$ cat src/rtl/cpu_frame_sched_pkg.sv
// Shared types and constants for the CPU frame scheduler.
// Latency: none (types and pure functions only).
// Backpressure: none.
`ifndef WAIT
`define WAIT 5'h1E
`endif
`ifndef DATA_ADDR_WIDTH
`define DATA_ADDR_WIDTH 12
`endif

package cpu_frame_sched_pkg;

  localparam int DATA_ADDR_WIDTH = `DATA_ADDR_WIDTH;
  localparam logic [4:0] WAIT_OP = `WAIT;

  typedef enum logic [2:0] {
    ST_HOLD    = 3'd0,
    ST_RUN     = 3'd1,
    ST_WAITING = 3'd2,
    ST_RESUME  = 3'd3
  } sched_state_t;

  // Operates on instruction[15:10]: WAIT is a short-format word (bit 15 clear)
  // whose opcode field is the WAIT opcode.
  function automatic logic is_wait_op(input logic [5:0] hi);
    return (hi[5] == 1'b0) && (hi[4:0] == WAIT_OP);
  endfunction

endpackage

$ cat src/rtl/cpu_frame_sched_if.sv
// Copy-engine handshake onto the shared data-memory read port.
// Latency: grant follows request by one cycle; release follows done by one cycle.
// Backpressure: the engine holds req until granted; it owns the port only while gnt.
interface cpu_frame_sched_if
  import cpu_frame_sched_pkg::*;
#(
  parameter int AW = DATA_ADDR_WIDTH
);
  logic          req;
  logic          gnt;
  logic          done;
  logic [AW-1:0] addr;

  modport master (output req, output done, output addr, input gnt);
  modport slave  (input req, input done, input addr, output gnt);
endinterface

$ cat src/rtl/cpu_frame_sched_sat_counter.sv
// Saturating event counter: increments on inc, sticks at all-ones.
// Latency: count updates on the edge after inc.
// Backpressure: none; increments at saturation are dropped.
module sat_counter #(
  parameter int WIDTH = 8
) (
  input  logic             clk,
  input  logic             rst_n,
  input  logic             inc,
  output logic [WIDTH-1:0] count
);

  // Count up until all-ones, then hold.
  always_ff @(posedge clk or negedge rst_n) begin
    if (!rst_n) begin
      count <= '0;
    end else if (inc && (count != '1)) begin
      count <= count + 1'b1;
    end
  end

endmodule

$ cat src/rtl/cpu_frame_sched.sv
// Frame sequencer: holds/releases CPU reset, parks CPU on WAIT, resumes once per frame.
// Latency: frame_start to cpu_resume is 2 cycles when parked and the port is idle.
// Backpressure: a granted copy blocks resume until copy_done and copy_req low.
module cpu_frame_sched
  import cpu_frame_sched_pkg::*;
#(
  parameter int                    DATA_WIDTH   = DATA_ADDR_WIDTH,
  parameter int                    RESET_CYCLES = 4,
  parameter int                    WDOG_WIDTH   = 20,
  parameter logic [WDOG_WIDTH-1:0] WDOG_LIMIT   = '1,
  parameter int                    CNT_WIDTH    = 8
) (
  input  logic                  clk,
  input  logic                  reset_n,
  input  logic                  frame_start,
  input  logic [15:0]           instruction,
  output logic                  cpu_reset,
  output logic                  cpu_resume,
  input  logic [DATA_WIDTH-1:0] cpu_mem_addr,
  output logic [DATA_WIDTH-1:0] mem_addr,
  cpu_frame_sched_if.slave      copy,
  output logic                  overrun,
  output logic [CNT_WIDTH-1:0]  overrun_cnt,
  output logic [CNT_WIDTH-1:0]  wdog_cnt,
  output logic [2:0]            state_o
);

  localparam int              HCW       = $clog2(RESET_CYCLES + 1);
  localparam logic [HCW-1:0]  HOLD_LAST = HCW'(RESET_CYCLES - 1);

  sched_state_t          state, state_d;
  logic [HCW-1:0]        hold_cnt;
  logic [WDOG_WIDTH-1:0] wdog;
  logic [WDOG_WIDTH-1:0] wdog_next;
  logic                  frame_pending;
  logic                  copy_gnt;
  logic                  is_wait;
  logic                  frame_in;
  logic                  overrun_evt;
  logic                  wdog_trip;
  logic                  unused_instr;

  // Only the opcode bits of the fetched word matter for WAIT detection.
  assign unused_instr = &{1'b0, instruction[9:0]};
  assign is_wait      = is_wait_op(instruction[15:10]);

  // Frames are dropped while the CPU is held; a second frame before resume is an overrun.
  assign frame_in    = frame_start && (state != ST_HOLD);
  assign overrun_evt = frame_in && ((state == ST_RUN) || frame_pending);

  // WAIT in the same cycle as the limit wins over the trip.
  assign wdog_next = wdog + 1'b1;
  assign wdog_trip = (state == ST_RUN) && !is_wait && (wdog_next == WDOG_LIMIT);

  assign cpu_reset  = (state == ST_HOLD);
  assign cpu_resume = (state == ST_RESUME);
  assign copy.gnt   = copy_gnt;
  assign mem_addr   = copy_gnt ? copy.addr : cpu_mem_addr;
  assign state_o    = state;

  // Next-state selection.
  always_comb begin
    state_d = state;
    case (state)
      ST_HOLD:    if (hold_cnt == HOLD_LAST) state_d = ST_RUN;
      ST_RUN: begin
        if (is_wait)        state_d = ST_WAITING;
        else if (wdog_trip) state_d = ST_HOLD;
      end
      ST_WAITING: if (frame_pending && !copy_gnt && !copy.req) state_d = ST_RESUME;
      ST_RESUME:  state_d = ST_RUN;
      default:    state_d = ST_HOLD;
    endcase
  end

  // State register plus the reset-hold and run watchdog counters.
  always_ff @(posedge clk or negedge reset_n) begin
    if (!reset_n) begin
      state    <= ST_HOLD;
      hold_cnt <= '0;
      wdog     <= '0;
    end else begin
      state    <= state_d;
      hold_cnt <= ((state == ST_HOLD) && (state_d == ST_HOLD)) ? hold_cnt + 1'b1 : '0;
      wdog     <= ((state == ST_RUN) && (state_d == ST_RUN)) ? wdog_next : '0;
    end
  end

  // Pending-frame flag, sticky overrun and the copy grant.
  always_ff @(posedge clk or negedge reset_n) begin
    if (!reset_n) begin
      frame_pending <= 1'b0;
      overrun       <= 1'b0;
      copy_gnt      <= 1'b0;
    end else begin
      if (wdog_trip || (state == ST_RESUME)) frame_pending <= 1'b0;
      else if (frame_in)                     frame_pending <= 1'b1;

      if (overrun_evt) overrun <= 1'b1;

      if (state != ST_WAITING)          copy_gnt <= 1'b0;
      else if (copy_gnt && copy.done)   copy_gnt <= 1'b0;
      else if (!copy_gnt && copy.req)   copy_gnt <= 1'b1;
    end
  end

  sat_counter #(.WIDTH(CNT_WIDTH)) u_overrun_cnt (
    .clk   (clk),
    .rst_n (reset_n),
    .inc   (overrun_evt),
    .count (overrun_cnt)
  );

  sat_counter #(.WIDTH(CNT_WIDTH)) u_wdog_cnt (
    .clk   (clk),
    .rst_n (reset_n),
    .inc   (wdog_trip),
    .count (wdog_cnt)
  );

endmodule

$ cat src/flat_wrapper.sv
// flat-port wrapper written by rule: the top's interface ports become plain ports
module cpu_frame_sched_flat import cpu_frame_sched_pkg::*;
#(
  parameter int                    DATA_WIDTH   = DATA_ADDR_WIDTH,
  parameter int                    RESET_CYCLES = 4,
  parameter int                    WDOG_WIDTH   = 20,
  parameter logic [WDOG_WIDTH-1:0] WDOG_LIMIT   = '1,
  parameter int                    CNT_WIDTH    = 8
)
  (clk, reset_n, frame_start, instruction, cpu_reset, cpu_resume, cpu_mem_addr, mem_addr, overrun, overrun_cnt, wdog_cnt, state_o, copy_req, copy_done, copy_addr, copy_gnt);
  cpu_frame_sched_if copy_i ();
  input  logic clk;
  input  logic reset_n;
  input  logic frame_start;
  input  logic [15:0] instruction;
  output logic cpu_reset;
  output logic cpu_resume;
  input  logic [DATA_WIDTH-1:0] cpu_mem_addr;
  output logic [DATA_WIDTH-1:0] mem_addr;
  output logic overrun;
  output logic [CNT_WIDTH-1:0] overrun_cnt;
  output logic [CNT_WIDTH-1:0] wdog_cnt;
  output logic [2:0] state_o;
  input wire logic [$bits(copy_i.req)-1:0] copy_req;
  input wire logic [$bits(copy_i.done)-1:0] copy_done;
  input wire logic [$bits(copy_i.addr)-1:0] copy_addr;
  output wire logic [$bits(copy_i.gnt)-1:0] copy_gnt;
  assign copy_i.req = copy_req;
  assign copy_i.done = copy_done;
  assign copy_i.addr = copy_addr;
  assign copy_gnt = copy_i.gnt;
  cpu_frame_sched #(.DATA_WIDTH(DATA_WIDTH), .RESET_CYCLES(RESET_CYCLES), .WDOG_WIDTH(WDOG_WIDTH), .WDOG_LIMIT(WDOG_LIMIT), .CNT_WIDTH(CNT_WIDTH)) u_core (.clk(clk), .reset_n(reset_n), .frame_start(frame_start), .instruction(instruction), .cpu_reset(cpu_reset), .cpu_resume(cpu_resume), .cpu_mem_addr(cpu_mem_addr), .mem_addr(mem_addr), .copy(copy_i), .overrun(overrun), .overrun_cnt(overrun_cnt), .wdog_cnt(wdog_cnt), .state_o(state_o));
endmodule
$ cat config.mk
export PLATFORM = sky130hd
export DESIGN_NAME = cpu_frame_sched_flat
export DESIGN_NICKNAME = d
export VERILOG_FILES = /design/src/rtl/cpu_frame_sched_pkg.sv /design/src/rtl/cpu_frame_sched_if.sv /design/src/rtl/cpu_frame_sched_sat_counter.sv /design/src/rtl/cpu_frame_sched.sv /design/src/flat_wrapper.sv
export SDC_FILE = /design/constraint.sdc
export NUM_CORES = 1
export LEC_CHECK = 0
export ABC_AREA = 1
export BUFFER_PORTS_ARGS = -buffer_cell sky130_fd_sc_hd__buf_2
export CAP_MARGIN = 10
export CORE_ASPECT_RATIO = 0.5
export CORE_MARGIN = 2
export CORE_UTILIZATION = 47
export DETAILED_ROUTE_END_ITERATION = 7
export PLACE_DENSITY_LB_ADDON = 0.15
export SYNTH_ARGS = -nofsm -noshare
export SYNTH_HDL_FRONTEND = slang
export SYNTH_HIERARCHICAL = 1
export SYNTH_SLANG_ARGS = --single-unit
export TNS_END_PERCENT = 10
$ cat constraint.sdc
create_clock -name clk -period 2.1 [get_ports clk]
set_input_delay 0.42 -clock clk [delete_from_list [all_inputs] [get_ports clk]]
set_output_delay 0.42 -clock clk [all_outputs]
set_load 0.01 [all_outputs]
==> metrics.md <==
| Metric | Value |
|---|---|
| Synth Instances | `392` |
| Diode count | `0` |
| Setup WS post-layout | `-0.271 ns` |
| Die width | `114 um` |
| Max Root-Sink Buffers | `2` |
| Synth cell types | `32` |
| Failing checks | `negative setup slack` |
| Worst-path fanout max | `5` |
| Worst-Margin Slew | `~0.57 ns` |
| I/O pin total | `80` |
| Adder-cell share of the synthesized area | `2.63%` |
| TritonCTS clock tree | `done` |
| First-pass GRT wire length | `11200 um` |
| Drt total wl | `around 6800 um` |
| Die area | `6760 sq um` |
| Worst skew pair latency | `between 0.2 and 0.3 ns` |
| H-Tree Depth | `2` |
| Worst EP arrival | `2.54 ns` |
| Layout cells sized above 1 | `39.0%` |
| Power per cell area | `~550 nW/um^2` |
| ANT nets after route | `0` |
| GRT Residual Overflow | `0` |
| Final Wtd Congestion | `0.813` |
| Commonest non-fill, non-tap cell in the layout | `nand2_1` |
| WP buf/inv | `2` |
| # DRC | `0` |
| Vias | `2763` |
| Crit path largest cell delay | `0.41 ns` |
| Max-slew violations | `0` |
| Hpwl dp | `~5000 um` |
| Leakage | `0.00190 uW` |
| XOR/XNOR Fraction of Synth Area | `about 2.4%` |
| Core area | `5980 sq um` |
| Fin crit share | `113%` |
| Synth Area in Compound Gates | `2.37%` |
| Fin nets | `563` |
| CTS Buf Count | `5` |
| Hold WC Path Type | `in -> async` |
| Final setup violation count | `29` |
| Initial antenna violation count | `0` |
| CP Launch Type | `flip-flop` |
| Vias in the first global route | `2488` |
| Initial Utilization | `about 48%` |
| Sequential-to-total area share from yosys stat | `39.4%` |
| FMAX | `0.422 GHz` |
| Mux cell area share after synthesis | `4.73%` |
| Utilization after layout | `67.3%` |
| Worst path slowest cell | `dfrtp_2` |
| Synth warnings | `6` |
| Syn nets | `443` |
| Crit path kind | `reg -> reg` |
| RSZ-0062 raised after global routing | `yes` |
| Num rows | `20` |
| Cell Area, Synth | `2860 sq um` |
| Maximum vdd drop | `between 0.4 and 0.5 mV` |
| Port bufs | `69` |
| Synth-to-Final Area Change | `40.9%` |
| First-pass DRT Iterations | `4` |
| # hold bufs at CTS | `0` |
| Total Routing Usage GR | `20.9%` |
| CP Capture Type | `flip-flop` |
| Status | `finished with violations` |
| Root Buffer | `clkbuf_16` |
| MaxCap Viol Count | `0` |
| Pre-CTS setup slack | `-0.244 ns` |
| Syn Area/Cell | `7.29 sq um` |
| Commonest non-fill, non-tap cells in the layout | `nand2_1 (119), buf_2 (69), nor2_1 (55)` |
| Chip Height | `59.1 um` |
| Yosys reg bits | `45` |
| Vias per std cell | `4.68` |
| Required time worst endpoint | `about 2.3 ns` |
| Final hold violations | `0` |
| Rel. slew slack | `62.3%` |
| Starting DRC count in detailed routing | `slightly above 90` |
| Skew final | `0.00432 ns` |
| Crit path cell chain | `ha_4, nand2_4, nor2_4, nand2_2, o21bai_1, nand2_1, nor2_1, nand2_1, nor3_2, nand3_2, inv_2, buf_4, nand3_4, nor3b_2, nor2_1` |
| # clock sinks | `45` |
| Largest family of logic cells by synthesized area | `simple AND/OR/NAND/NOR gates` |
| Largest net degree at the start of global routing | `46` |
| CP delay by family, top | `simple AND/OR/NAND/NOR gates` |
| CTS clock-pin slew for the worst setup and hold paths | `0.07 ns` |
| Minimum clock period | `~2.4 ns` |
| Synth Area in Simple Gates | `between 40 and 50%` |
| DR WL/cell | `11.5 um` |
[cells in the mapped netlist]
cell type	count	area, sq um
ha_1	6	75.1
nor3b_1	2	15.0
nor2_1	67	251
xnor2_2	1	16.3
nand2_1	127	477
nor2_2	5	31.3
mux2_2	12	135
inv_4	2	12.5
dfrtp_1	45	1130
nor2_4	6	67.6
conb_1	1	3.75
nor3_1	6	30.0
o31ai_1	1	7.51
a211oi_1	1	7.51
nand2_4	2	22.5
o21ai_0	4	20.0
nand4_1	5	31.3
nand2_2	5	31.3
xor2_1	3	26.3
o21bai_1	1	7.51
nand2_8	2	40.0
nand3_2	1	10.0
or2_1	1	6.26
nand3b_1	5	37.5
nand3_1	20	100
clkbuf_1	2	7.51
inv_1	48	180
xnor2_1	3	26.3
a21oi_1	4	20.0
o21ai_1	1	5.00
or2_2	1	6.26
buf_6	2	22.5
[metrics by stage]
stage / hold slack [ns] / cells / power, uW / setup TNS [ns] / instance area, sq um
after floorplan: 0.124 / 392 / 1170 / -0.000915 / 2870
final: 0.207 / 590 / 2200 / -2.41 / 4020
after global placement: 0.427 / 574 / 1300 / -1.57 / 3590
after detailed placement: 0.448 / 574 / 1310 / -2.34 / 3590
after CTS: 0.240 / 585 / 2230 / -0.546 / 3870
after global routing: 0.281 / 590 / 2310 / -7.02 / 4020
[state kept, by name, indices dropped and copies added, names as in the netlist]
signal,flops
u_core/wdog,20
u_core/state_o,3
u_core/frame_pending,1
u_core/hold_cnt,3
u_core/u_overrun_cnt/count,8
u_core/overrun,1
u_core/u_wdog_cnt/count,8
u_core/copy.gnt,1
[power breakdown]
group	total (uW)	internal, uW	switching (uW)	leakage [uW]
combinational	313	140	173	0.00123
clock	901	563	338	0.0000800
sequential	990	919	71.3	0.000592
[routing by layer]
metal  vias up  track usage, %  routed length, um
li1       1456               -                  -
met1      1280            28.0               3280
met2        25            36.6               3330
met5         -               0                  0
met3         2            4.40                165
met4         0            2.61                 22
[layout make-up]
type                    instances  area [sq um]
well taps                      77          96.3
inverters                      50           193
flip-flops and latches         45          1130
fillers                       504          1960
clock inverters                 3          46.3
multi-input cells             293          1710
clock buffers                   5           125
repair buffers                117           726
[cell families after synthesis]
family | count (synthesis)
compound gates | 12
xor+xnor | 7
fa+ha+maj | 6
buf+inv | 54
flops | 45
mux | 12
other cells | 1
simple gates | 255
[final timing paths]
kind | start | to | slack (ns) | cells after the start
min in group clk | copy_done | u_core/copy.gnt$_DFFE_PN0P_ | 0.31 | 2
max in group asynchronous | reset_n | u_core/wdog[1]$_DFF_PN0_ | 1.47 | 2
worst min register to register | u_core/hold_cnt[0]$_DFF_PN0_ | u_core/hold_cnt[0]$_DFF_PN0_ | 0.47 | 1
worst max register to register | u_core/wdog[1]$_DFF_PN0_ | u_core/u_wdog_cnt/count[6]$_DFFE_PN0P_ | -0.27 | 15
worst min-delay path | reset_n | u_core/u_overrun_cnt/count[3]$_DFFE_PN0P_ | 0.21 | 2
worst max-delay path | u_core/wdog[1]$_DFF_PN0_ | u_core/u_wdog_cnt/count[6]$_DFFE_PN0P_ | -0.27 | 15
[repair_timing]
action / 4_1_cts / 5_1_grt
pin swaps: 20 / 19
cloned: 0 / 0
setup buffers: 3 / 5
endpoints found under the setup margin: 30 / 30
gates resized for setup: 19 / 30
Note: power is estimated with default switching activity, not from simulation.
